[config.mk]
export PLATFORM = sky130hd
export DESIGN_NAME = mux_scan_ctrl
export DESIGN_NICKNAME = d
export VERILOG_FILES = /design/src/rtl/mux_ctrl_pkg.sv /design/src/rtl/mux_bit_sel.sv /design/src/rtl/mux_scan_ctrl.sv
export SDC_FILE = /design/constraint.sdc
export NUM_CORES = 1
export LEC_CHECK = 0
export CORE_MARGIN = 4
export CORE_UTILIZATION = 43
export CTS_CLUSTER_SIZE = 12
export DETAILED_ROUTE_END_ITERATION = 12
export GPL_TIMING_DRIVEN = 0
export PLACE_DENSITY = 0.75
export SKIP_LAST_GASP = 1
export SYNTH_ARGS = -nofsm -noshare
export SYNTH_HDL_FRONTEND = slang
export SYNTH_SLANG_ARGS = --single-unit
export TNS_END_PERCENT = 1
[constraint.sdc]
create_clock -name clk -period 1.9 [get_ports clk]
set_clock_uncertainty 0.15 [all_clocks]
set_input_delay 0.38 -clock clk [delete_from_list [all_inputs] [get_ports clk]]
set_output_delay 0.38 -clock clk [all_outputs]
set_load 0.02 [all_outputs]
[src/rtl/mux_ctrl_pkg.sv]
// Shared definitions for the mux scan controller: default widths and the
// scan FSM state encoding.
package mux_ctrl_pkg;

  localparam int WIDTH_DEF = 16;
  localparam int SELW_DEF  = 4;

  typedef enum logic [1:0] {
    IDLE = 2'd0,
    SEND = 2'd1,
    DONE = 2'd2
  } state_e;

endpackage

[src/rtl/mux_bit_sel.sv]
// Single-bit selector: picks data[select] out of the captured word.
module mux_bit_sel
  import mux_ctrl_pkg::*;
#(
  parameter int WIDTH = WIDTH_DEF,
  parameter int SELW  = SELW_DEF
) (
  input  logic [WIDTH-1:0] data,
  input  logic [SELW-1:0]  select,
  output logic             out
);

  assign out = data[select];

endmodule

[src/rtl/mux_scan_ctrl.sv]
// Serialises a captured word one bit per accepted transfer, starting at a
// chosen index and wrapping, with valid/ready handshake, abort and done pulse.
module mux_scan_ctrl
  import mux_ctrl_pkg::*;
#(
  parameter int WIDTH = WIDTH_DEF,
  parameter int SELW  = SELW_DEF
) (
  input  logic             clk,
  input  logic             rst,
  input  logic             start,
  input  logic [WIDTH-1:0] data_in,
  input  logic [SELW-1:0]  first_sel,
  input  logic [SELW-1:0]  len,
  input  logic             abort,
  input  logic             ser_ready,
  output logic             ser_out,
  output logic             ser_valid,
  output logic [SELW-1:0]  sel,
  output logic             busy,
  output logic             done
);

  // One extra bit so len=15 can encode 16 remaining transfers.
  localparam int REMW = SELW + 1;

  state_e           state_q, state_d;
  logic [WIDTH-1:0] data_q, data_d;
  logic [SELW-1:0]  sel_q, sel_d;
  logic [REMW-1:0]  remaining_q, remaining_d;
  logic             valid_q, valid_d;
  logic             busy_q, busy_d;
  logic             done_q, done_d;

  always_comb begin
    state_d     = state_q;
    data_d      = data_q;
    sel_d       = sel_q;
    remaining_d = remaining_q;
    valid_d     = valid_q;
    busy_d      = busy_q;
    done_d      = 1'b0;

    case (state_q)
      IDLE: begin
        if (start) begin
          state_d     = SEND;
          data_d      = data_in;
          sel_d       = first_sel;
          remaining_d = {1'b0, len} + REMW'(1);
          valid_d     = 1'b1;
          busy_d      = 1'b1;
        end
      end

      SEND: begin
        // Abort wins over a transfer happening in the same cycle.
        if (abort) begin
          state_d = IDLE;
          valid_d = 1'b0;
          busy_d  = 1'b0;
        end else if (ser_ready) begin
          if (remaining_q == REMW'(1)) begin
            state_d     = DONE;
            remaining_d = '0;
            valid_d     = 1'b0;
            busy_d      = 1'b0;
            done_d      = 1'b1;
          end else begin
            sel_d       = sel_q + SELW'(1);
            remaining_d = remaining_q - REMW'(1);
          end
        end
      end

      DONE: begin
        state_d = IDLE;
      end

      default: begin
        state_d = IDLE;
        valid_d = 1'b0;
        busy_d  = 1'b0;
      end
    endcase
  end

  always_ff @(posedge clk) begin
    if (rst) begin
      state_q     <= IDLE;
      data_q      <= '0;
      sel_q       <= '0;
      remaining_q <= '0;
      valid_q     <= 1'b0;
      busy_q      <= 1'b0;
      done_q      <= 1'b0;
    end else begin
      state_q     <= state_d;
      data_q      <= data_d;
      sel_q       <= sel_d;
      remaining_q <= remaining_d;
      valid_q     <= valid_d;
      busy_q      <= busy_d;
      done_q      <= done_d;
    end
  end

  mux_bit_sel #(
    .WIDTH (WIDTH),
    .SELW  (SELW)
  ) u_bit_sel (
    .data   (data_q),
    .select (sel_q),
    .out    (ser_out)
  );

  assign ser_valid = valid_q;
  assign sel       = sel_q;
  assign busy      = busy_q;
  assign done      = done_q;

endmodule

Yosys cells after proc, flatten, opt, wreduce, memory -nomap -nowiden
Cells that the tools add are included.

word-level totals
  flip-flop bits (word level) = 29
  input port bits = 29
  output and inout bits = 8

operators by class
  add/sub/neg operators = 3
  order comparisons = 1
  equal/unequal tests = 9
  multiplexer cells = 23
  bitwise operators = 3
  reduce and logical (&&, ||, !) cells = 8

operator list
  operator                                                                       count
  5-bit two-way mux                                                              4
  4-bit two-way mux                                                              4
  5-bit one-hot mux with 2 select lines                                          1
  2-bit two-way mux                                                              4
  2-bit inequality test (second input constant)                                  4
  4-bit one-hot mux with 2 select lines                                          1
  4-bit AND reduction                                                            2
  1-bit two-way mux                                                              6
  3-bit inequality test (second input constant)                                  2
  4-bit by 1-bit adder with 5-bit output (second input constant)                 1
  5-bit by 1-bit equality test with 1-bit output (second input constant)         1
  4-bit by 5-bit less-than comparator with 1-bit output (second input constant)  1
  5-bit AND reduction                                                            1
  5-bit by 1-bit subtractor with 5-bit output (second input constant)            1
  4-bit by 1-bit adder with 4-bit output (second input constant)                 1
  1-bit binary-select mux with 4-bit select                                      1
  2-bit one-hot mux with 2 select lines                                          1
  4-bit OR reduction                                                             1
  1-bit NOT                                                                      3
  1-bit one-hot mux with 3 select lines                                          1
  3-bit AND reduction                                                            1
  2-bit by 1-bit equality test with 1-bit output (second input constant)         1
  2-bit equality test (second input constant)                                    1
  2-bit logical NOT                                                              1
  other kinds (2)                                                                2

Longest topological paths before layout
  depth after elaboration = 5
  depth in mapped cells = 6

Modules after synthesis
Synthesis repeated with hierarchy kept, for this count alone.

unflattened totals
  cells, all modules = 172
  area, all modules = 1453.9 µm²

by module, submodules not included
  module         instances  cells an instance  area an instance (µm²)
  mux_scan_ctrl  1          165                1318.8
  mux_bit_sel    1          7                  135.1

Worst setup path before layout
No wires, ideal clock.

  path type = flip-flop to output port
  from = register sel_q[0] (netlist: sel[0])
  to = output ser_out
  data arrival time = 1686 ps
  required time = 1370 ps
  path slack = -316 ps
  cell stages (with the launch flop) = 4
  cells stage by stage = dfxtp_1 buf_6 mux4_1 mux4_2

on the way
  longest elaborated chain between the ends = 2

RTL lines
  what                                       RTL line              source
  start: declaration                         mux_scan_ctrl.sv:29   logic [SELW-1:0] sel_q, sel_d;
  start signal: assignment                   mux_scan_ctrl.sv:100  sel_q <= sel_d;
  1-bit binary-select mux with 4-bit select  mux_bit_sel.sv:13     assign out = data[select];
  1-bit two-way mux (not written as such)    mux_bit_sel.sv:13
  end: declaration                           mux_scan_ctrl.sv:17   output logic ser_out,

No other way between the ends. The select of a mux whose other input is x is not followed.

Worst setup path after layout
Ends and elaborated chain as after synthesis.

==> results.json <==
{
  "outcome": "finished, violations left",
  "violations": "setup timing",
  "wire_per_inst_um": 14.0,
  "num_io_pins": 37,
  "fin_nets": 247,
  "postPlaceCellArea_um2": 1840,
  "rrSetupSlack_ns": 0,
  "clkLatencyLatePin_ns": 0.33,
  "ys_ff_latch": 29,
  "drt_iter0_drc": 77,
  "cts_buffers": 5,
  "ant_nets": 0,
  "cts_tree": "yes",
  "max_freq_mhz": 403,
  "slew_headroom": 0.605,
  "grt_busiest_layer": "met2",
  "rows": 20,
  "crit_path_max_incr_delay_ns": 0.49,
  "synthAdderAreaFrac": 0.0346,
  "grt_use_met1": 0.225,
  "async_flop_share": 0,
  "synth_cells": 170,
  "synthMuxAreaShare": 0.0882,
  "synth_nets": 203,
  "grt_pass1_vias": 1395,
  "finalMaxSlewViolations": 0,
  "r2r_cells": 6,
  "htreeDepth": 2,
  "drive_gt1_frac": 0.0977,
  "powerDensity_nw_per_um2": 741,
  "die_h_um": 66.0,
  "r2r_end": "remaining_q[0]",
  "post-synth-top-area-fraction": 0.401,
  "synth_cell_types": 36,
  "firstDrtPassIters": 4,
  "synthTopCellsByArea": "dfxtp_1, nand2_1, a21oi_1, mux4_1, ha_1",
  "synth_xor_area_frac": 0.0182,
  "area_growth_pct": 32.7,
  "critPathRequiredTime_ns": 1.37,
  "fin_crit_sh": 1.31,
  "io_buffers": 35,
  "grt_overflow": 0,
  "gp_congestion": 0.877,
  "cts_root_buffer": "clkbuf_4",
  "max-clock-path-buffers": 2,
  "met3_usage": 0.0476,
  "p_total_mw": 1.42,
  "post-route-drc-count": 0,
  "vias": 1400,
  "syn_area_um2": 1450,
  "path_cells": "buf_8 -> mux4_2 -> mux4_2 -> buf_6",
  "crit_path_end_kind": "output port",
  "die_w_um": 66.0,
  "fin_crit_ns": 2.48,
  "worst_slack_ns": -0.584,
  "r2r-start": "remaining_q[1]",
  "synth_top_family_by_area": "simple AND/OR/NAND/NOR gates",
  "synth_simple_gate_area_frac": 0.226,
  "hold_end": "data_q[2]",
  "place_hpwl_mm": 2.72,
  "grt_util_met2": 0.314,
  "num_antenna_cells": 0,
  "holdCritStartpoint": "data_q[2]",
  "tns_ns": -0.856,
  "cts_sinks": 29,
  "yosysSeqAreaShare": 0.401,
  "synth_top_cell_by_area": "dfxtp_1",
  "irDropWorstVdd_mv": 0.369,
  "ys_top_cells_by_count": "nand2_1, dfxtp_1, a21oi_1",
  "hold_viol": 0,
  "yosys_most_used_dff": "dfxtp_1",
  "antenna_found_initial": 0,
  "crit_top_cell": "mux4_2",
  "syn_avg_cell_area_um2": 8.52,
  "yosys_warnings": 0,
  "crit_type": "reg -> out",
  "avgViaCountPerCell": 5.41,
  "setup_violations": 7,
  "core_um2": 3130,
  "rsz0062_at_grt": "yes",
  "min_path_type": "reg -> reg",
  "arrival_ns": 1.95,
  "die_area_um2": 4360,
  "grt_first_pass_wirelength_mm": 6.16,
  "crit_fanout": 5,
  "crit_path_start_kind": "flop",
  "track_usage": 0.182,
  "tightest_slew_ns": 0.592,
  "synth_edf_count": 0,
  "worstHoldPathCells": 2,
  "synth_compound_area_frac": 0.182,
  "critPathSlowestCell": "mux4_2",
  "grt_start_max_net_pins": 11,
  "power.leakage_nw": 0.716,
  "maxCapViolations": 0,
  "initial_core_util": 0.463,
  "stdcell_area_um2": 1920,
  "clkTransAtPathRegs_ns": 0.10,
  "synth.most_common_cell": "nand2_1",
  "routed_wl_mm": 3.63
}
area by class of cell:
| class | instances | area [um^2] |
|---|---|---|
| Multi-Input combinational cell | 125 | 778 |
| Sequential cell | 29 | 584 |
| Timing Repair Buffer | 37 | 367 |
| Fill cell | 292 | 1210 |
| Buffer | 10 | 55.1 |
| Inverter | 6 | 22.5 |
| Clock buffer | 8 | 58.8 |
| Tap cell | 44 | 55.1 |
state kept, by name (all words and copies together) (netlist names):
name         cells
state_q          2
busy             1
sel              4
data_q          16
done             1
remaining_q      5
layout by cell type, fill, tap and decap left out, types with 5 or more instances in the layout:
cell              n
mux4_2            5
o21ai_0           8
clkbuf_1          7
nor2_1           10
clkbuf_4          5
clkdlybuf4s50_1  34
dfxtp_1          28
inv_1             6
nand2_1          38
a21oi_1          25
logic make-up after synthesis:
kind of cell             Yosys count
AO/OA/AOI/OAI                     45
XOR/XNOR                           3
adder cells (fa/ha/maj)            4
buffers and inverters             16
flip-flops                        29
multiplexers                       5
AND/OR/NAND/NOR                   68
worst max-delay path: cells and delay by family (launching register included):
kind / cells / cell delay (ns)
multiplexers: 2 / 0.98
flip-flops: 1 / 0.37
buffers and inverters: 2 / 0.27
how the worst max path moves through the flow:
stage                       from       to  slack [ns]  cells after the start
after floorplan           sel[0]  ser_out       -0.16                      3
after CTS                 sel[0]  ser_out       -0.60                      4
after global placement    sel[0]  ser_out       -0.64                      4
final                     sel[0]  ser_out       -0.58                      4
after detailed placement  sel[0]  ser_out       -0.65                      4
after global routing      sel[0]  ser_out       -0.64                      4
metrics by stage:
step	util	instances	worst slack (ns)	hold WS [ns]
3_3_place_gp	0.589	249	-0.645	0.291
2_1_floorplan	-	170	-0.155	0.283
3_5_place_dp	0.589	249	-0.648	0.297
6_report	0.614	259	-0.584	0.306
5_1_grt	0.614	259	-0.638	0.327
4_1_cts	0.613	259	-0.597	0.308
power breakdown:
group | internal [mW] | switching, mW
Clock | 0.182 | 0.211
Sequential | 0.650 | 0.0389
Combinational | 0.178 | 0.163
routing by layer:
metal | wire length, um | vias to the layer above
met2 | 1820 | 59
met5 | 0 | -
met1 | 1510 | 645
met3 | 254 | 7
li1 | - | 689
met4 | 38 | 0
timing repair:
| item | CTS | global route |
|---|---|---|
| setup endpoints to repair | 6 | 17 |
| pin swaps | 0 | 0 |
| hold buffers | 0 | 0 |
| resized for setup | 6 | 1 |
| buffers inserted | 2 | 0 |
Power figures use the tool's default switching activity.
